File: config.mk
export PLATFORM = sky130hd
export DESIGN_NAME = muldiv_unit
export DESIGN_NICKNAME = d
export VERILOG_FILES = /design/src/rtl/muldiv_pkg.sv /design/src/rtl/muldiv_unit.sv
export SDC_FILE = /design/constraint.sdc
export NUM_CORES = 1
export LEC_CHECK = 0
export CORE_ASPECT_RATIO = 1.75
export CORE_MARGIN = 4
export CORE_UTILIZATION = 33
export DETAILED_ROUTE_END_ITERATION = 10
export PLACE_DENSITY = 0.47
export SYNTH_ARGS = -nofsm -noshare
export SYNTH_HDL_FRONTEND = slang
export SYNTH_SLANG_ARGS = --single-unit
File: constraint.sdc
create_clock -name clk -period 11.6 [get_ports clk]
set_input_delay 2.32 -clock clk [delete_from_list [all_inputs] [get_ports clk]]
set_output_delay 2.32 -clock clk [all_outputs]
set_load 0.01 [all_outputs]
File: src/rtl/muldiv_pkg.sv
`default_nettype none
// ============================================================================
// Module      : muldiv_pkg
// Description : Shared types for the iterative RV32M multiply/divide unit:
//               funct3 operation encodings and FSM state encodings.
// Revision    : 1.0 - initial release
// ============================================================================
package muldiv_pkg;

    // RV32M funct3 encodings; bit 2 distinguishes divide from multiply,
    // bit 1 within the divide group selects remainder over quotient.
    typedef enum logic [2:0] {
        OP_MUL    = 3'd0,
        OP_MULH   = 3'd1,
        OP_MULHSU = 3'd2,
        OP_MULHU  = 3'd3,
        OP_DIV    = 3'd4,
        OP_DIVU   = 3'd5,
        OP_REM    = 3'd6,
        OP_REMU   = 3'd7
    } op_e;

    typedef enum logic [1:0] {
        S_IDLE = 2'd0,
        S_CALC = 2'd1,
        S_FIX  = 2'd2,
        S_DONE = 2'd3
    } state_e;

endpackage
`default_nettype wire

File: src/rtl/muldiv_unit.sv
`default_nettype none
// ============================================================================
// Module      : muldiv_unit
// Description : Iterative RV32M multiply/divide. One shift-add or restoring
//               subtract step per cycle on a shared 2*XLEN accumulator and a
//               single XLEN+1 adder; sign fix-up in a final cycle. Divide by
//               zero and signed overflow can bypass the iteration.
// Revision    : 1.0 - initial release
// ============================================================================
module muldiv_unit
    import muldiv_pkg::*;
#(
    parameter int XLEN         = 32,
    parameter int FAST_SPECIAL = 1
) (
    input  logic            clk,
    input  logic            rst_n,
    input  logic            start_i,
    input  logic [2:0]      op_i,
    input  logic [XLEN-1:0] a_i,
    input  logic [XLEN-1:0] b_i,
    input  logic            kill_i,
    output logic            ready_o,
    output logic            done_o,
    output logic [XLEN-1:0] result_o
);

    localparam int            CW     = $clog2(XLEN);
    localparam logic [CW-1:0] C_LAST = CW'(XLEN - 1);

    state_e              r_state;
    logic [CW-1:0]       r_cnt;
    logic [2*XLEN-1:0]   r_acc;      // {hi, lo}: product or {remainder, quotient}
    logic [XLEN-1:0]     r_opb;      // magnitude of multiplicand / divisor
    op_e                 r_op;
    logic                r_neg;      // final result needs negation
    logic                r_special;  // acc low half already holds the answer
    logic                r_ready;
    logic                r_done;
    logic [XLEN-1:0]     r_result;

    op_e                 w_op;
    logic                w_a_signed;
    logic                w_b_signed;
    logic                w_a_neg;
    logic                w_b_neg;
    logic                w_b_zero;
    logic                w_ovf;
    logic                w_special;
    logic                w_neg;
    logic [XLEN-1:0]     w_a_abs;
    logic [XLEN-1:0]     w_b_abs;
    logic [XLEN-1:0]     w_special_res;

    logic                w_is_div;
    logic [XLEN:0]       w_add_x;
    logic [XLEN:0]       w_add_y;
    logic [XLEN:0]       w_sum;
    logic [2*XLEN-1:0]   w_step;
    logic [2*XLEN-1:0]   w_neg_acc;
    logic [XLEN-1:0]     w_neg_hi;
    logic [XLEN-1:0]     w_fix;

    // Decode the incoming request: operand magnitudes, sign of the result and
    // the divide-by-zero / overflow shortcut answers.
    always_comb begin
        w_op          = op_e'(op_i);
        w_a_signed    = (w_op == OP_MULH) || (w_op == OP_MULHSU) ||
                        (w_op == OP_DIV)  || (w_op == OP_REM);
        w_b_signed    = (w_op == OP_MULH) || (w_op == OP_DIV) || (w_op == OP_REM);
        w_a_neg       = w_a_signed & a_i[XLEN-1];
        w_b_neg       = w_b_signed & b_i[XLEN-1];
        w_a_abs       = w_a_neg ? ('0 - a_i) : a_i;
        w_b_abs       = w_b_neg ? ('0 - b_i) : b_i;
        w_b_zero      = (b_i == '0);
        w_ovf         = ((w_op == OP_DIV) || (w_op == OP_REM)) &&
                        (a_i == {1'b1, {(XLEN-1){1'b0}}}) && (b_i == '1);
        w_special     = (FAST_SPECIAL != 0) && op_i[2] && (w_b_zero || w_ovf);
        w_special_res = w_b_zero ? (op_i[1] ? a_i : '1) : (op_i[1] ? '0 : a_i);
        case (w_op)
            OP_MULH, OP_MULHSU: w_neg = w_a_neg ^ w_b_neg;
            // A zero divisor yields all ones regardless of the dividend sign.
            OP_DIV:             w_neg = (w_a_neg ^ w_b_neg) & ~w_b_zero;
            OP_REM:             w_neg = w_a_neg;
            default:            w_neg = 1'b0;
        endcase
    end

    // One iteration step through the shared adder: add the multiplicand into
    // the high half, or trial-subtract the divisor from the shifted remainder.
    always_comb begin
        w_is_div = r_op[2];
        w_add_x  = w_is_div ? r_acc[2*XLEN-1:XLEN-1] : {1'b0, r_acc[2*XLEN-1:XLEN]};
        w_add_y  = w_is_div ? ~{1'b0, r_opb} : {1'b0, r_opb};
        w_sum    = w_add_x + w_add_y + {{XLEN{1'b0}}, w_is_div};
        if (w_is_div) begin
            // Top bit of the difference is the borrow: keep the old remainder.
            w_step = w_sum[XLEN] ? {r_acc[2*XLEN-2:0], 1'b0}
                                 : {w_sum[XLEN-1:0], r_acc[XLEN-2:0], 1'b1};
        end else begin
            w_step = r_acc[0] ? {w_sum, r_acc[XLEN-1:1]}
                              : {1'b0, r_acc[2*XLEN-1:1]};
        end
    end

    // Sign correction and high/low half selection for the final result.
    always_comb begin
        w_neg_acc = '0 - r_acc;
        w_neg_hi  = '0 - r_acc[2*XLEN-1:XLEN];
        case (r_op)
            OP_MUL:                       w_fix = r_acc[XLEN-1:0];
            OP_MULH, OP_MULHSU, OP_MULHU: w_fix = r_neg ? w_neg_acc[2*XLEN-1:XLEN]
                                                        : r_acc[2*XLEN-1:XLEN];
            OP_DIV, OP_DIVU:              w_fix = r_neg ? w_neg_acc[XLEN-1:0]
                                                        : r_acc[XLEN-1:0];
            default:                      w_fix = r_neg ? w_neg_hi
                                                        : r_acc[2*XLEN-1:XLEN];
        endcase
        if (r_special) begin
            w_fix = r_acc[XLEN-1:0];
        end
    end

    // Control FSM with registered handshake outputs and datapath registers.
    always_ff @(posedge clk or negedge rst_n) begin
        if (!rst_n) begin
            r_state   <= S_IDLE;
            r_cnt     <= '0;
            r_acc     <= '0;
            r_opb     <= '0;
            r_op      <= OP_MUL;
            r_neg     <= 1'b0;
            r_special <= 1'b0;
            r_ready   <= 1'b1;
            r_done    <= 1'b0;
            r_result  <= '0;
        end else begin
            case (r_state)
                S_IDLE, S_DONE: begin
                    r_done  <= 1'b0;
                    r_ready <= 1'b1;
                    r_state <= S_IDLE;
                    if (start_i) begin
                        r_op      <= w_op;
                        r_opb     <= w_b_abs;
                        r_neg     <= w_neg;
                        r_special <= w_special;
                        r_cnt     <= '0;
                        r_ready   <= 1'b0;
                        if (w_special) begin
                            r_acc   <= {{XLEN{1'b0}}, w_special_res};
                            r_state <= S_FIX;
                        end else begin
                            r_acc   <= {{XLEN{1'b0}}, w_a_abs};
                            r_state <= S_CALC;
                        end
                    end
                end
                S_CALC: begin
                    if (kill_i) begin
                        r_state <= S_IDLE;
                        r_ready <= 1'b1;
                    end else begin
                        r_acc <= w_step;
                        r_cnt <= r_cnt + 1'b1;
                        if (r_cnt == C_LAST) begin
                            r_state <= S_FIX;
                        end
                    end
                end
                S_FIX: begin
                    r_ready <= 1'b1;
                    if (kill_i) begin
                        r_state <= S_IDLE;
                    end else begin
                        r_result <= w_fix;
                        r_done   <= 1'b1;
                        r_state  <= S_DONE;
                    end
                end
                default: begin
                    r_state <= S_IDLE;
                    r_ready <= 1'b1;
                    r_done  <= 1'b0;
                end
            endcase
        end
    end

    assign ready_o  = r_ready;
    assign done_o   = r_done;
    assign result_o = r_result;

endmodule
`default_nettype wire
==> results of run 1 <==
## power by group
| part | internal, mW | switching, mW |
|---|---|---|
| Combinational | 1.50 | 2.33 |
| Sequential | 0.709 | 0.434 |
| Clock | 0.302 | 0.260 |
## cell type report
class / instances / area (um2)
fill: 4468 / 26500
timing repair buffer: 136 / 1280
clock buffer: 17 / 425
sequential: 142 / 3560
tap: 561 / 702
clock inverter: 15 / 153
inverter: 41 / 154
multi-input combinational: 1517 / 9870
## per-stage QoR
stage,area (um2),std cells
after floorplan,14200,1871
after global placement,15600,2397
after detailed placement,15600,2397
after CTS,16200,2429
after global routing,16200,2429
final,16200,2429
## critical path: cells and delay by family
kind | cells | cell delay (ps)
AOI/OAI and AO/OA | 3 | 940
buffers and inverters | 2 | 590
and+or+nand+nor | 6 | 2200
adders and majority gates | 1 | 160
## metal layers
| metal | vias to the layer above | track usage [%] | part of all wire, % |
|---|---|---|---|
| met5 | - | 0 | 0 |
| met4 | 0 | 14.0 | 6.3 |
| met3 | 129 | 2.25 | 3.6 |
| met2 | 468 | 46.0 | 54 |
| met1 | 6901 | 25.9 | 36 |
| li1 | 6817 | - | - |
## sequential cells by signal, indices dropped and copies added (netlist names)
name,flops
r_cnt,5
result_o,32
r_neg,1
done_o,1
r_state,2
ready_o,1
r_opb,32
r_op,3
r_acc,64
r_special,1
## worst max-delay path by stage
| stage | endpoint | depth (start not counted) |
|---|---|---|
| after detailed placement | r_acc[5] | 12 |
| after floorplan | r_acc[28] | 10 |
| after global placement | r_acc[7] | 12 |
| after CTS | r_acc[5] | 12 |
| final | r_acc[5] | 12 |
| after global routing | r_acc[4] | 12 |
## cell families after synthesis
logic type / after synthesis / synth area share (%)
AO/OA/AOI/OAI: 609 / 26.9
AND/OR/NAND/NOR: 591 / 20.4
buffers and inverters: 212 / 5.78
XOR/XNOR: 160 / 9.84
flip-flops: 142 / 25.0
multiplexers: 114 / 8.31
adder cells (fa/ha/maj): 43 / 3.80
## placed cells by master, fill, tap and decap left out, types with 29 or more instances in the layout
| cell type | netlist | final |
|---|---|---|
| sky130_fd_sc_hd__o221ai_1 | 30 | 30 |
| sky130_fd_sc_hd__a21oi_1 | 160 | 160 |
| sky130_fd_sc_hd__xnor2_1 | 73 | 72 |
| sky130_fd_sc_hd__clkdlybuf4s50_1 | 0 | 103 |
| sky130_fd_sc_hd__mux2_2 | 33 | 33 |
| sky130_fd_sc_hd__nor2_1 | 118 | 118 |
| sky130_fd_sc_hd__xor2_1 | 87 | 87 |
| sky130_fd_sc_hd__dfrtp_1 | 141 | 139 |
| sky130_fd_sc_hd__ha_1 | 40 | 40 |
| sky130_fd_sc_hd__inv_1 | 40 | 40 |
| sky130_fd_sc_hd__o21ai_0 | 181 | 181 |
| sky130_fd_sc_hd__nor3b_1 | 29 | 29 |
| sky130_fd_sc_hd__mux2i_1 | 81 | 81 |
| sky130_fd_sc_hd__nand3_1 | 38 | 38 |
| sky130_fd_sc_hd__nand2_1 | 208 | 207 |
| sky130_fd_sc_hd__nor3_1 | 36 | 36 |
| sky130_fd_sc_hd__o31ai_1 | 42 | 42 |
| sky130_fd_sc_hd__buf_4 | 3 | 32 |
==> flow_summary.rst, run 1 <==
.. list-table::
   :header-rows: 1

   * - Metric
     - Value
   * - Mean instance size in the synthesized netlist
     - 7.61 um2
   * - Overall power
     - 5.54 mW
   * - Violation count after the first detailed-route iteration
     - roughly 1100
   * - CP dominant cell by count
     - sky130_fd_sc_hd__nand2_1
   * - Post-synth cell types
     - 81
   * - Hold buffers post-CTS
     - 0
   * - Time the final worst path needs with I/O delays and setup
     - 5820 ps
   * - Worst-case hold slack
     - 480 ps
   * - Kind of capture point of the worst setup path
     - flop
   * - Routed WL per cell
     - between 20 and 25 um
   * - Cell with the most instances after synthesis
     - sky130_fd_sc_hd__nand2_1
   * - Maximum clock rate
     - 172 MHz
   * - Core outline area
     - 42700 um2
   * - Number of failing setup endpoints in the final timing report
     - 0
   * - Final-layout setup total negative slack
     - 0 ps
   * - Count of inserted antenna diode cells
     - 0
   * - Startpoint type of the worst setup path
     - input port
   * - Worst path cell trace
     - clkdlybuf4s50_1, inv_1, ha_1, nor3b_1, nand2_1, nor4_1, and3_1, o21a_1, nor2_1, a31oi_1, o21ai_0, nand2_1
   * - Reg2reg end
     - r_acc[45]
   * - Leading cell types by count after synthesis
     - 208 x sky130_fd_sc_hd__nand2_1, 181 x sky130_fd_sc_hd__o21ai_0, 160 x sky130_fd_sc_hd__a21oi_1
   * - Die Y-Extent
     - 283 um
   * - Initial antenna violation count
     - 0
   * - Prevailing post-synth register cell
     - sky130_fd_sc_hd__dfrtp_1
   * - Top-area cell type share of the netlist area
     - between 20% and 30%
   * - Hold path startpoint
     - result_o[26]
   * - Cell Rows
     - 100
   * - Cell with the biggest individual delay on the critical path
     - sky130_fd_sc_hd__nor4_1
   * - Via count of the first global-routing pass
     - 14300
   * - Count of yosys warnings during synthesis
     - 0
   * - Clock H-tree levels
     - 4
   * - Residual antenna-violating net count after detailed routing
     - 0
   * - Signed area change from the synthesized netlist to the final layout
     - 13.5%
   * - Via Count
     - 14300
   * - First-pass GRT wire length
     - 86700 um
   * - Clock net sink count
     - 142
   * - Vias per cell
     - between 5 and 6
   * - Clock latency on the worst-skew pair
     - 460 ps
   * - Final Hold Violating Endpoints
     - 0
   * - Count of boundary I/O pins
     - 105
   * - RSZ-0062 raised after global routing
     - false
   * - Post-DP HPWL
     - 43300 um
   * - Worst Path Required
     - 11990 ps
   * - Synth area leaders
     - sky130_fd_sc_hd__dfrtp_1 25%, sky130_fd_sc_hd__o21ai_0 6.4%, sky130_fd_sc_hd__mux2i_1 5.7%, sky130_fd_sc_hd__a21oi_1 5.6%, sky130_fd_sc_hd__nand2_1 5.5%
   * - Post-layout util
     - 37.9%
   * - Slowest stage delay, CP
     - 980 ps
   * - Largest net degree at the start of global routing
     - 85
   * - Number of storage elements in the synthesis netlist
     - 142
   * - Max Clock Skew
     - 9.16 ps
   * - Critical path peak fanout
     - 16
   * - Post-CTS sizing
     - 0
   * - Headroom to the max-slew limit
     - 21.2%
   * - Proportion of register bits with asynchronous set or reset after synthesis
     - 100%
   * - Number of remaining DRC errors
     - 0
   * - Type of the worst min-delay path
     - flop to flop
   * - WP data arrival
     - ~6200 ps
   * - Worst vdd rail ir drop
     - 0.000149 V
   * - Global-route usage over all layers
     - 24.3%
   * - Post-synth EDFFs
     - 0
   * - Fraction of final layout cells sized beyond drive strength 1
     - 7.01%
   * - Slew of the pin with the lowest slew margin
     - 1170 ps
   * - Critical Path Source
     - b_i[0]
   * - Leak pwr
     - 6.63 nW
   * - Flop2flop setup slack
     - 6070 ps
   * - Number of search-and-repair iterations in the first detailed-routing pass
     - 6
   * - Clock transition at the register clock pins on the worst setup and hold paths after CTS
     - roughly 70 ps
   * - Post-CTS Setup Bufs
     - 0
   * - Number of buffers inserted during clock tree synthesis
     - 17
   * - Remaining global-route overflow
     - 0
   * - Cell area after technology mapping
     - ~14000 um2
   * - Cell type with the largest total area after synthesis
     - sky130_fd_sc_hd__dfrtp_1
   * - Status
     - finished clean
   * - Gate count of the mapped netlist
     - 1871
   * - Final cycle utilization of the critical path
     - between 50% and 60%
   * - Post-synthesis sequential area ratio
     - 25.0%
   * - Number of nets in the synthesized netlist
     - 1983
   * - Launching point of the worst reg2reg path
     - r_op[2]
   * - Power density relative to cell area
     - 343 nW/um2
   * - Maximum buffer depth of the clock tree
     - 2
   * - Final net count
     - ~2000
   * - Post-layout worst setup margin
     - 5780 ps
   * - Post-placement setup slack
     - 5450 ps
   * - Depth of the most critical reg-to-reg path
     - 13
   * - Final weighted congestion in routability-driven placement
     - a little over 0.9
   * - Critical Setup Path Class
     - input port to flop
   * - Hold worst-path end
     - result_o[26]
   * - CTS tree
     - built
   * - Die area
     - 46700 um2
   * - Floorplan die width
     - 165 um
   * - Hold Crit Depth
     - 1
   * - Final count of pins violating max slew
     - 0
   * - Number of max-cap violations
     - 0
   * - Initial Util
     - 33.4%
   * - Clock Tree Root
     - sky130_fd_sc_hd__clkbuf_16
   * - Final wirelength
     - 56800 um
   * - PortBufs
     - 104
Note: power is estimated with default switching activity, not from simulation.
==> run 2: changes to the inputs <==
- clock period: 11.6 -> 5.85 ns (I/O delays scaled with it)
==> run 2 against run 1 <==
Net effect:
- sequential cell count is the same
- combinational power up 98%
- largest cell class unchanged
- final area rose by 0.35%
- critical path type is now flop to flop
- routed wire length rose by 0.30%
- register-to-register slack got worse by 5000 ps
- worst setup slack worse by 4700 ps
- total power grew 98%
==> flow_summary.rst, run 2 (synthesis results as in run 1) <==
.. list-table::
   :header-rows: 1

   * - Metric
     - Value
   * - Hold buffers post-CTS
     - 0
   * - Post-CTS Setup Bufs
     - 0
   * - Slew of the pin with the lowest slew margin
     - about 940 ps
   * - Die Y-Extent
     - 283 um
   * - Area taken by flip-flops and latches
     - 3560 um2
   * - Count of inserted antenna diode cells
     - 0
   * - Top reg by flops
     - r_acc
   * - Final wirelength
     - 57000 um
   * - Number of failing setup endpoints in the final timing report
     - 0
   * - Worst vdd rail ir drop
     - 0.000270 V
   * - Leak pwr
     - roughly 6.7 nW
   * - Post-route insts no fill
     - 2436
   * - Final cycle utilization of the critical path
     - 81.7%
   * - Maximum clock rate
     - 209 MHz
   * - Initial Util
     - 33.4%
   * - Maximum buffer depth of the clock tree
     - 2
   * - Clock H-tree levels
     - 4
   * - Number of search-and-repair iterations in the first detailed-routing pass
     - 5
   * - Residual antenna-violating net count after detailed routing
     - 0
   * - Fillers
     - 4481
   * - Type of the worst min-delay path
     - flop to flop
   * - Violation count after the first detailed-route iteration
     - 1000
   * - Core outline area
     - 42700 um2
   * - Count of boundary I/O pins
     - 105
   * - Remaining global-route overflow
     - 0
   * - Power density relative to cell area
     - 676 nW/um2
   * - Clock latency on the worst-skew pair
     - 470 ps
   * - Global-route usage over all layers
     - 24.4%
   * - Post-placement cell count
     - around 2400
   * - Final weighted congestion in routability-driven placement
     - 0.896
   * - Clock transition at the register clock pins on the worst setup and hold paths after CTS
     - 80 ps
   * - Final-layout setup total negative slack
     - 0 ps
   * - RSZ-0062 raised after global routing
     - false
   * - Fraction of final layout cells sized beyond drive strength 1
     - 7.36%
   * - Signed area change from the synthesized netlist to the final layout
     - 13.9%
   * - Die area
     - 46700 um2
   * - First-pass GRT wire length
     - about 87000 um
   * - Final net count
     - 1974
   * - Cell Rows
     - 100
   * - Largest net degree at the start of global routing
     - about 80
   * - Startpoint type of the worst setup path
     - flop
   * - Initial antenna violation count
     - 0
   * - Max Clock Skew
     - 21.5 ps
   * - WP data arrival
     - 5120 ps
   * - Overall power
     - 11.0 mW
   * - Largest register FFs
     - 64
   * - Flop2flop setup slack
     - 1070 ps
   * - Highest-count cells in the layout ignoring fill and taps
     - 207 x sky130_fd_sc_hd__nand2_1, 181 x sky130_fd_sc_hd__o21ai_0, 160 x sky130_fd_sc_hd__a21oi_1, 139 x sky130_fd_sc_hd__dfrtp_1, 118 x sky130_fd_sc_hd__nor2_1
   * - Number of buffers inserted during clock tree synthesis
     - 17
   * - Most common library cell in the layout ignoring fill and taps
     - sky130_fd_sc_hd__nand2_1
   * - Post-CTS sizing
     - 0
   * - Instance area after placement
     - about 16000 um2
   * - Post-Layout Inst Area
     - 16200 um2
   * - Routed WL per cell
     - 23.4 um
   * - Critical Setup Path Class
     - flop to flop
   * - Clock Tree Root
     - sky130_fd_sc_hd__clkbuf_16
   * - Kind of capture point of the worst setup path
     - flop
   * - Multi-input gate area in the final layout
     - between 9000 and 10000 um2
   * - Final Hold Violating Endpoints
     - 0
   * - Via Count
     - 14300
   * - Vias per cell
     - 5.87
   * - Worst Path Required
     - 6200 ps
   * - Clock net sink count
     - 142
   * - Number of remaining DRC errors
     - 0
   * - Time the final worst path needs with I/O delays and setup
     - 4780 ps
   * - Final count of pins violating max slew
     - 0
   * - Post-DP HPWL
     - roughly 43000 um
   * - CTS tree
     - built
   * - Floorplan die width
     - 165 um
   * - PortBufs
     - 104
   * - Post-layout util
     - 38.0%
   * - Status
     - finished clean
   * - Via count of the first global-routing pass
     - 14300
   * - Critical path peak fanout
     - 66
   * - Headroom to the max-slew limit
     - 36.5%
   * - Number of max-cap violations
     - 0
-- run 2: cell count changes in the layout (fill, tap and decap cells not counted), sizes merged --
| cell | change |
|---|---|
| clkinv | +2 |
| clkinvlp | -1 |
| buf | +7 |
| bufinv | -1 |
-- run 2: worst paths after layout --
check,from,to,cells after the start
min,result_o[18],result_o[18],2
max in group asynchronous,rst_n,r_op[2],2
max reg2reg,r_op[2],r_acc[58],12
min reg2reg,result_o[18],result_o[18],2
max,r_op[2],r_acc[58],12
min in group asynchronous,rst_n,result_o[19],1
-- run 2: final cells by class --
| cell class | count | share of cell area (%) |
|---|---|---|
| multi-input cells | 1517 | 60.9 |
| flip-flops and latches | 142 | 22.0 |
| repair buffers | 143 | 8.39 |
| well taps | 561 | 4.33 |
| clock buffers | 17 | 2.62 |
| inverters | 41 | 0.950 |
| clock inverters | 15 | 0.811 |
-- run 2: where the power goes --
group	leakage [nW]	switching [mW]	total, mW	internal [mW]
Sequential	1.80	0.895	2.30	1.40
Clock	0.275	0.525	1.08	0.556
Combinational	4.59	4.57	7.58	3.00
Total	6.67	5.99	11.0	4.96
-- run 2: stage by stage --
| stage | hold slack (ps) | setup WS, ps |
|---|---|---|
| after global routing | 492 | 809 |
| final | 483 | 1070 |
| after floorplan | 465 | 1010 |
| after global placement | 462 | 1040 |
| after CTS | 487 | 983 |
| after detailed placement | 471 | 929 |
-- run 2: layer usage --
layer | share of wire [%] | vias to the layer above | track usage [%]
met5 | 0 | - | 0
met4 | 6.1 | 0 | 13.7
met3 | 3.6 | 123 | 2.25
met2 | 54 | 471 | 45.9
met1 | 37 | 6873 | 26.2
li1 | - | 6844 | -
-- run 2: worst max-delay path: stages, from the launching register on --
cell                       delay (ps)
sky130_fd_sc_hd__dfrtp_4          960
sky130_fd_sc_hd__mux2_2           430
sky130_fd_sc_hd__ha_1             420
sky130_fd_sc_hd__nand2_1          170
sky130_fd_sc_hd__nor3_1           440
sky130_fd_sc_hd__nand3_1          210
sky130_fd_sc_hd__a211oi_1         370
sky130_fd_sc_hd__nor3_1           180
sky130_fd_sc_hd__xnor2_2          400
sky130_fd_sc_hd__buf_4            440
sky130_fd_sc_hd__mux2i_1          240
sky130_fd_sc_hd__a21oi_1           80
sky130_fd_sc_hd__a22o_1           230
==> run 3: changes to the inputs <==
- clock period: 5.85 -> 4.6 ns (I/O delays scaled with it)
==> run 3 against run 2 <==
Net effect:
- utilization grew 1.6 points
- critical path depth grew 3
- die area is the same
- worst setup slack lost 720 ps
- critical path type unchanged
- largest power group unchanged
- highest routed layer unchanged
==> flow_summary.rst, run 3 (synthesis results as in run 1) <==
.. list-table::
   :header-rows: 1

   * - Metric
     - Value
   * - Status
     - finished clean
   * - Violation count after the first detailed-route iteration
     - 929
   * - Die area
     - 46700 um2
   * - Routed WL per cell
     - about 23 um
   * - Cell Rows
     - 100
   * - Final Hold Violating Endpoints
     - 0
   * - Flop2flop setup slack
     - 350 ps
   * - Final weighted congestion in routability-driven placement
     - 0.916
   * - Top reg by flops
     - r_acc
   * - Headroom to the max-slew limit
     - a little under 30%
   * - Clock transition at the register clock pins on the worst setup and hold paths after CTS
     - 70 ps
   * - Count of inserted antenna diode cells
     - 0
   * - Die Y-Extent
     - 283 um
   * - Worst path cell trace
     - buf_4, mux2_2, ha_1, nand2_1, o21ai_0, nor2_1, a211oi_1, buf_4, nor3_1, buf_4, xnor2_2, buf_12, a21oi_1, a222oi_1, inv_1
   * - Largest net degree at the start of global routing
     - 89
   * - Overall power
     - 14.9 mW
   * - Maximum clock rate
     - 236 MHz
   * - Clock latency on the worst-skew pair
     - 460 ps
   * - Post-DP HPWL
     - 46100 um
   * - Post-Layout Inst Area
     - 16900 um2
   * - Final-layout setup total negative slack
     - 0 ps
   * - Worst Path Required
     - 4920 ps
   * - Type of the worst min-delay path
     - flop to flop
   * - Slew of the pin with the lowest slew margin
     - about 1100 ps
   * - Vias per cell
     - 5.84
   * - Core outline area
     - roughly 43000 um2
   * - Time the final worst path needs with I/O delays and setup
     - 4250 ps
   * - Cell with the biggest individual delay on the critical path
     - sky130_fd_sc_hd__dfrtp_4
   * - Initial Util
     - between 30% and 40%
   * - Clock net sink count
     - 142
   * - Number of search-and-repair iterations in the first detailed-routing pass
     - 7
   * - Critical Setup Path Class
     - flop to flop
   * - Initial antenna violation count
     - 0
   * - Number of remaining DRC errors
     - 0
   * - Final count of pins violating max slew
     - 0
   * - Leak pwr
     - between 7 and 8 nW
   * - Startpoint type of the worst setup path
     - flop
   * - Post-CTS sizing
     - 0
   * - Worst-case hold slack
     - 475 ps
   * - RSZ-0062 raised after global routing
     - false
   * - Number of failing setup endpoints in the final timing report
     - 0
   * - Global-route usage over all layers
     - roughly a quarter
   * - Signed area change from the synthesized netlist to the final layout
     - 18.7%
   * - Power density relative to cell area
     - 879 nW/um2
   * - Via Count
     - 14700
   * - First-pass GRT wire length
     - a little under 90000 um
   * - Floorplan die width
     - 165 um
   * - Critical path peak fanout
     - 21
   * - Residual antenna-violating net count after detailed routing
     - 0
   * - Post-CTS Setup Bufs
     - 0
   * - CP dominant cell by count
     - sky130_fd_sc_hd__buf_4
   * - Clock Tree Root
     - sky130_fd_sc_hd__clkbuf_16
   * - Number of buffers inserted during clock tree synthesis
     - 17
   * - Clock H-tree levels
     - 4
   * - Worst vdd rail ir drop
     - 0.000382 V
   * - Capture point of the worst path
     - r_acc[0]
   * - Highest-count cells in the layout ignoring fill and taps
     - 207 x sky130_fd_sc_hd__nand2_1, 181 x sky130_fd_sc_hd__o21ai_0, 160 x sky130_fd_sc_hd__a21oi_1, 139 x sky130_fd_sc_hd__dfrtp_1, 118 x sky130_fd_sc_hd__nor2_1
   * - CTS tree
     - built
   * - Largest register FFs
     - 64
   * - WP data arrival
     - between 4000 and 5000 ps
   * - PortBufs
     - 104
   * - Depth of the most critical reg-to-reg path
     - 15
   * - Hold buffers post-CTS
     - 0
   * - Most common library cell in the layout ignoring fill and taps
     - sky130_fd_sc_hd__nand2_1
   * - Critical Path Source
     - r_op[2]
   * - Count of boundary I/O pins
     - between 100 and 150
   * - Instance area after placement
     - 16300 um2
   * - Maximum buffer depth of the clock tree
     - 2
   * - Final net count
     - 2053
   * - Slowest stage delay, CP
     - about 620 ps
   * - Launching point of the worst reg2reg path
     - r_op[2]
   * - Final cycle utilization of the critical path
     - roughly 92%
   * - Fraction of final layout cells sized beyond drive strength 1
     - 11.2%
   * - Max Clock Skew
     - about 12 ps
   * - Final wirelength
     - 58900 um
   * - Via count of the first global-routing pass
     - 14600
   * - Number of max-cap violations
     - 0
   * - Kind of capture point of the worst setup path
     - flop
   * - Remaining global-route overflow
     - 0
   * - Reg2reg end
     - r_acc[0]
-- run 3: cell types whose count changed in the layout (fill, tap and decap cells not counted), moves of 2 or more --
| cell | change |
|---|---|
| sky130_fd_sc_hd__clkinvlp_4 | +2 |
| sky130_fd_sc_hd__bufinv_16 | +2 |
| sky130_fd_sc_hd__buf_4 | +76 |
| sky130_fd_sc_hd__clkbuf_8 | +2 |
| sky130_fd_sc_hd__buf_12 | +3 |
| sky130_fd_sc_hd__clkinv_4 | -2 |
| sky130_fd_sc_hd__clkinv_2 | -2 |
-- run 3: worst min-delay path by stage --
stage	slack, ps	depth (start not counted)	to	start
floorplan	460	1	r_cnt[2]	r_cnt[2]
global placement	460	2	result_o[18]	result_o[18]
detailed placement	470	2	result_o[17]	result_o[17]
CTS	490	2	result_o[17]	result_o[17]
global route	510	2	result_o[17]	result_o[17]
finish	480	2	result_o[17]	result_o[17]
-- run 3: where the power goes --
group,switching (mW),internal [mW],leakage [nW]
registers,0.721,1.79,1.80
logic,6.54,4.31,4.99
clock network,0.649,0.839,0.289
total,7.91,6.94,7.08
-- run 3: per-stage QoR --
step	util (%)	setup WS, ps	instances
after floorplan	-	90.7	1871
after global placement	38.2	308	2483
after detailed placement	38.2	267	2483
after CTS	39.6	343	2515
after global routing	39.6	99.1	2515
final	39.6	355	2515
-- run 3: final cells by class --
class / instances / area (um2)
fillers: 4474 / 25800
multi-input cells: 1517 / 9880
flip-flops and latches: 142 / 3560
repair buffers: 222 / 1990
well taps: 561 / 702
clock buffers: 19 / 453
inverters: 41 / 154
clock inverters: 13 / 151
-- run 3: worst max-delay path: cells and delay by family (launching register included) --
kind	cells	cell delay [ps]
buf+inv	5	1010
compound gates	4	840
flops	1	620
xor+xnor	1	500
fa+ha+maj	1	400
mux	1	380
simple gates	3	330
-- run 3: routing by layer --
layer  vias up  routed length (um)  global-route usage [%]
li1       6966                   -                       -
met1      7105               20800                    25.2
met2       467               31500                    47.2
met3       149                1980                    2.62
met4         0                4640                    17.8
met5         -                   0                       0
